## src/rtl/ov7670_powerup_seq.sv

```systemverilog
// OV7670 power-up sequencer: xclk gating, PWDN/RESET# dwell timing, SCCB config kick with retry/fault.
// Latency: start at edge k -> cfg_start in the cycle after edge k+PWDN_TICKS+RESET_TICKS+SETTLE_TICKS.
// Backpressure: none; start is ignored while a sequence is in flight, cfg_done/cfg_err outside WAIT_CFG.
module ov7670_powerup_seq #(
  parameter int PWDN_TICKS   = 100,
  parameter int RESET_TICKS  = 100,
  parameter int SETTLE_TICKS = 1000,
  parameter int CFG_TIMEOUT  = 100000,
  parameter int MAX_RETRIES  = 3,
  localparam int RW = (MAX_RETRIES > 0) ? $clog2(MAX_RETRIES + 1) : 1
) (
  input  logic          clk_in,
  input  logic          reset,
  input  logic          start,
  input  logic          cfg_done,
  input  logic          cfg_err,
  output logic          xclk_en,
  output logic          cam_pwdn,
  output logic          cam_resetn,
  output logic          cfg_start,
  output logic          ready,
  output logic          fault,
  output logic [RW-1:0] retry_cnt,
  output logic [2:0]    state_o
);

  // Dwell counter only has to reach the largest (N-1) among the timed states.
  localparam int MAX_PR = (PWDN_TICKS > RESET_TICKS) ? PWDN_TICKS : RESET_TICKS;
  localparam int MAX_ST = (SETTLE_TICKS > CFG_TIMEOUT) ? SETTLE_TICKS : CFG_TIMEOUT;
  localparam int MAX_T  = (MAX_PR > MAX_ST) ? MAX_PR : MAX_ST;
  localparam int CNT_W  = (MAX_T > 1) ? $clog2(MAX_T) : 1;

  localparam logic [CNT_W-1:0] PWDN_LAST   = CNT_W'(PWDN_TICKS - 1);
  localparam logic [CNT_W-1:0] RESET_LAST  = CNT_W'(RESET_TICKS - 1);
  localparam logic [CNT_W-1:0] SETTLE_LAST = CNT_W'(SETTLE_TICKS - 1);
  localparam logic [CNT_W-1:0] CFG_LAST    = CNT_W'(CFG_TIMEOUT - 1);
  localparam logic [RW-1:0]    RETRY_MAX   = RW'(MAX_RETRIES);

  typedef enum logic [2:0] {
    S_IDLE     = 3'd0,
    S_PWDN     = 3'd1,
    S_RST      = 3'd2,
    S_SETTLE   = 3'd3,
    S_CONFIG   = 3'd4,
    S_WAIT_CFG = 3'd5,
    S_READY    = 3'd6,
    S_FAULT    = 3'd7
  } state_t;

  state_t           state_q, state_d;
  logic [CNT_W-1:0] cnt_q, cnt_d;
  logic [RW-1:0]    retry_q, retry_d;
  logic             timed;

  // State, dwell counter and retry count registers; reset aborts any sequence at once.
  always_ff @(posedge clk_in or posedge reset) begin
    if (reset) begin
      state_q <= S_IDLE;
      cnt_q   <= '0;
      retry_q <= '0;
    end else begin
      state_q <= state_d;
      cnt_q   <= cnt_d;
      retry_q <= retry_d;
    end
  end

  // Next-state, retry and dwell-counter logic.
  always_comb begin
    state_d = state_q;
    retry_d = retry_q;
    cnt_d   = '0;
    timed   = 1'b0;
    case (state_q)
      S_IDLE: begin
        if (start) begin
          state_d = S_PWDN;
          retry_d = '0;
        end
      end
      S_PWDN: begin
        timed = 1'b1;
        if (cnt_q == PWDN_LAST) state_d = S_RST;
      end
      S_RST: begin
        timed = 1'b1;
        if (cnt_q == RESET_LAST) state_d = S_SETTLE;
      end
      S_SETTLE: begin
        timed = 1'b1;
        if (cnt_q == SETTLE_LAST) state_d = S_CONFIG;
      end
      S_CONFIG: begin
        state_d = S_WAIT_CFG;
      end
      S_WAIT_CFG: begin
        timed = 1'b1;
        // Error beats done; done beats a coincident timeout.
        if (cfg_err || (!cfg_done && (cnt_q == CFG_LAST))) begin
          if (retry_q < RETRY_MAX) begin
            retry_d = retry_q + RW'(1);
            state_d = S_RST;
          end else begin
            state_d = S_FAULT;
          end
        end else if (cfg_done) begin
          state_d = S_READY;
        end
      end
      S_READY, S_FAULT: begin
        if (start) begin
          state_d = S_PWDN;
          retry_d = '0;
        end
      end
      default: state_d = S_IDLE;
    endcase
    // Counter restarts on every transition; untimed states keep it parked at zero.
    if (state_d == state_q && timed) cnt_d = cnt_q + CNT_W'(1);
  end

  // Moore output decode from the state register only.
  always_comb begin
    xclk_en    = 1'b1;
    cam_pwdn   = 1'b0;
    cam_resetn = 1'b1;
    cfg_start  = 1'b0;
    ready      = 1'b0;
    fault      = 1'b0;
    case (state_q)
      S_IDLE: begin
        xclk_en    = 1'b0;
        cam_pwdn   = 1'b1;
        cam_resetn = 1'b0;
      end
      S_PWDN: begin
        cam_pwdn   = 1'b1;
        cam_resetn = 1'b0;
      end
      S_RST:    cam_resetn = 1'b0;
      S_CONFIG: cfg_start  = 1'b1;
      S_READY:  ready      = 1'b1;
      S_FAULT: begin
        xclk_en    = 1'b0;
        cam_pwdn   = 1'b1;
        cam_resetn = 1'b0;
        fault      = 1'b1;
      end
      default: ;
    endcase
  end

  assign retry_cnt = retry_q;
  assign state_o   = state_q;

endmodule
```

## config.mk

```make
export PLATFORM = sky130hd
export DESIGN_NAME = ov7670_powerup_seq
export DESIGN_NICKNAME = d
export VERILOG_FILES = /design/src/rtl/ov7670_powerup_seq.sv
export SDC_FILE = /design/constraint.sdc
export NUM_CORES = 1
export LEC_CHECK = 0
export BUFFER_PORTS_ARGS = -buffer_cell sky130_fd_sc_hd__buf_4
export CAP_MARGIN = 20
export CELL_PAD_IN_SITES_DETAIL_PLACEMENT = 0
export CELL_PAD_IN_SITES_GLOBAL_PLACEMENT = 1
export CORE_ASPECT_RATIO = 1.4
export CORE_UTILIZATION = 30
export DETAILED_ROUTE_END_ITERATION = 8
export GPL_ROUTABILITY_DRIVEN = 1
export PLACE_DENSITY = 0.64
export SLEW_MARGIN = 20
export SYNTH_ARGS = -nofsm -noshare
export SYNTH_HDL_FRONTEND = slang
export SYNTH_SLANG_ARGS = --single-unit
```

## constraint.sdc

```tcl
create_clock -name clk_in -period 2.91 [get_ports clk_in]
set_clock_uncertainty 0.15 [all_clocks]
set_input_delay 0.1455 -clock clk_in [delete_from_list [all_inputs] [get_ports clk_in]]
set_output_delay 0.1455 -clock clk_in [all_outputs]
set_load 0.005 [all_outputs]
```

==> implementation parameters <==
Parameter                              Value

Yosys
  Synth area leader ... dfrtp_1
  Total nets after synthesis ... 161
  Netlist area before placement ... ~0.0015 mm^2
  Seq/Total Area, Yosys ... 0.375
  Unique cell type count in the Yosys netlist ... between 40 and 50
  Flops & latches, synth ... 22
  Top-count cell post-synth ... dfrtp_1
  Post-synth EDFFs ... 0
  Gate count of the mapped netlist ... between 150 and 200
  Number of synthesis warnings ... 0
  Post-synthesis average cell area ... 9.52 um^2
  Post-synth top cells ... dfrtp_1 (22), nand2_1 (13), nor2_1 (12), nor3_1 (12)
  Async SR Flop Fraction ... 1.00
  Portion of synthesized cell area occupied by the leading cell type ... 0.375
  Prevailing post-synth register cell ... dfrtp_1
  Cell types with the largest area share after synthesis ... dfrtp_1 (38%), xor2_1 (6.0%), nor2_2 (4.3%)

Timing
  Setup_tns ... 0 ns
  Pin slew with the least headroom to its limit ... 0.886 ns
  Setup repair after global routing missed its margin ... no
  Max-slew violation count ... 0
  Period utilization ... 0.876
  Fmax achieved ... ~400 MHz
  Final setup viols ... 0
  Rel. slew slack ... 0.409
  Count of endpoints failing hold in the final timing report ... 0
  Minimum period implied by the final worst setup slack ... roughly 2.5 ns

Worst setup path
  Crit Path Max Fanout ... 17
  Arrival time of the worst setup path ... 2.52 ns
  Category of the worst setup path launch point ... flop
  Critical path class ... flop to flop
  Setup crit end kind ... flop
  CP required ... ~2.9 ns

Routing
  Via total after detailed routing ... between 1,000 and 1,500
  DRT Pass-1 Iters ... 4
  Post-detailed-routing wire length ... around 3400 um
  Ratio of routed vias to standard cells ... about 5.2
  Antenna violation net count after detailed routing ... 0
  Violation count after the first detailed-route iteration ... 18
  Residual DRC ... 0
  Average wire length per cell after detail routing ... between 10 and 15 um

Placement
  Placed cell count ... 228
  Routability Congestion ... ~0.81
  Detail Placement HPWL ... between 2000 and 3000 um
  Port bufs ... 15

Status
  Outcome ... completed

Clocking
  Clock transition at the register clock pins on the worst setup and hold paths after CTS ... about 0.080 ns
  Worst skew pair latency ... 0.26 ns
  Max H-tree Level ... 1
  CTS Root Buffer Type ... clkbuf_8
  TritonCTS buffer count ... 3
  CTS tree ... built
  Gates resized, CTS repair ... 0
  Clk sink count ... 22
  Largest buffer count on any clock path ... 2

Global route
  Initial antenna violation count ... 0
  GR Util All Layers ... 0.151
  Vias in the first global route ... 1,275
  Wire length of the first global-routing pass ... between 5000 and 6000 um
  Largest net degree at the start of global routing ... 23
  Final global-route overflow total ... 0

Final layout
  Number of antenna repair diodes ... 0
  Layout cell share with drive strength beyond 1 ... 0.240
  Final Net Count ... 179
  Final design utilization ... 0.366
  Area growth from synthesis to final layout ... 15.1%
  Post-Layout Cell Count ... ~230

Floorplanning
  Effective utilization at floorplan ... 0.318
  Die extent in x ... approximately 61 um
  Floorplan die area ... just over 0.005 mm^2
  IO Pins ... 16
  Die span in y ... 84.7 um
  Row Count ... 29
  Area of the core region ... 0.00461 mm^2

Power
  P per Cell Area ... 404 mW/mm^2
  Static Leak ... ~0.73 nW
  Maximum vdd ir drop ... 0.215 mV

Min path
  Min-Delay Path Class ... input pin to flop

Run
  Max_cap viols ... 0
[cells by family (layout without fill, tap and decap cells)]
family / Yosys count / after routing / share of synthesized area
xor+xnor: 17 / 17 / 0.102
compound gates: 23 / 23 / 0.133
buf+inv: 11 / 28 / 0.0512
mux: 1 / 1 / 0.00683
flops: 22 / 22 / 0.375
simple gates: 78 / 78 / 0.315
fa+ha+maj: 2 / 2 / 0.0171
[per-stage QoR]
step / hold slack, ns / setup slack (ns) / total power [mW] / cell area (um^2)
floorplan: -0.0153 / 0.682 / 0.434 / 1470
global placement: 0.221 / 0.353 / 0.470 / 1620
detailed placement: 0.247 / 0.354 / 0.470 / 1620
CTS: 0.120 / 0.352 / 0.691 / 1690
global route: 0.136 / 0.193 / 0.727 / 1690
finish: 0.125 / 0.361 / 0.681 / 1690
[layer usage]
metal	GRT usage	share of wire	vias to the layer above
met3	0.0185	0.025	6
li1	-	-	589
met2	0.260	0.52	24
met1	0.183	0.44	589
met5	0	0	-
met4	0.0599	0.015	0
[critical path, stage by stage (launching register included)]
cell	delay [ns]
dfrtp_1	0.45
nor4_4	0.33
nand2_1	0.14
nor4_1	0.48
nor3_1	0.14
a31oi_4	0.58
nor3_1	0.13
[report_power, final]
part | internal, mW | switching (mW) | leakage [nW]
clock | 0.120 | 0.0964 | 0.0288
combinational | 0.0516 | 0.0679 | 0.404
sequential | 0.324 | 0.0210 | 0.299
total | 0.496 | 0.185 | 0.733
[cells in the final DEF (no fill, tap or decap), types with 2 or more instances in the layout]
master / netlist / final
nand3_1: 8 / 8
nor2_1: 12 / 12
dfrtp_1: 22 / 22
nand2_1: 13 / 13
xor2_1: 10 / 10
buf_4: 2 / 18
a211oi_2: 2 / 2
inv_1: 5 / 5
a21oi_1: 5 / 5
and3_1: 5 / 5
xnor2_1: 7 / 7
and4_1: 2 / 2
clkbuf_8: 0 / 4
o21ai_0: 3 / 3
o21a_1: 2 / 2
nor2_2: 10 / 10
nor3_1: 12 / 12
nor4_4: 2 / 2
ha_1: 2 / 2
nand4_1: 3 / 3
[what timing repair did]
| item | 4_1_cts | 5_1_grt |
|---|---|---|
| setup buffers | 0 | 0 |
| endpoints found under the hold margin | 22 | 0 |
| hold buffers | 1 | 0 |
[layout make-up]
type,instances,area (um^2)
flip-flops and latches,22,551
multi-input cells,121,841
clock buffers,4,55.1
fillers,479,2920
repair buffers,19,145
well taps,62,77.6
inverters,5,18.8
[path summary, 6_finish.rpt]
path                            depth (start not counted)  startpoint            to  slack, ns
worst max-delay path                                    6   cnt_q[12]      cnt_q[2]       0.36
worst min-delay path                                    4       start    state_o[1]       0.12
worst max register to register                          6   cnt_q[12]      cnt_q[2]       0.36
worst min register to register                          1    cnt_q[0]      cnt_q[0]       0.36
max in group asynchronous                               3       reset     cnt_q[11]       1.59
min in group asynchronous                               3       reset  retry_cnt[1]       0.48
[flip-flops by register name, indices dropped and copies added (netlist names)]
name,cells
cnt_q,17
retry_cnt,2
state_o,3
No activity file was read; power rests on OpenSTA's default activity.
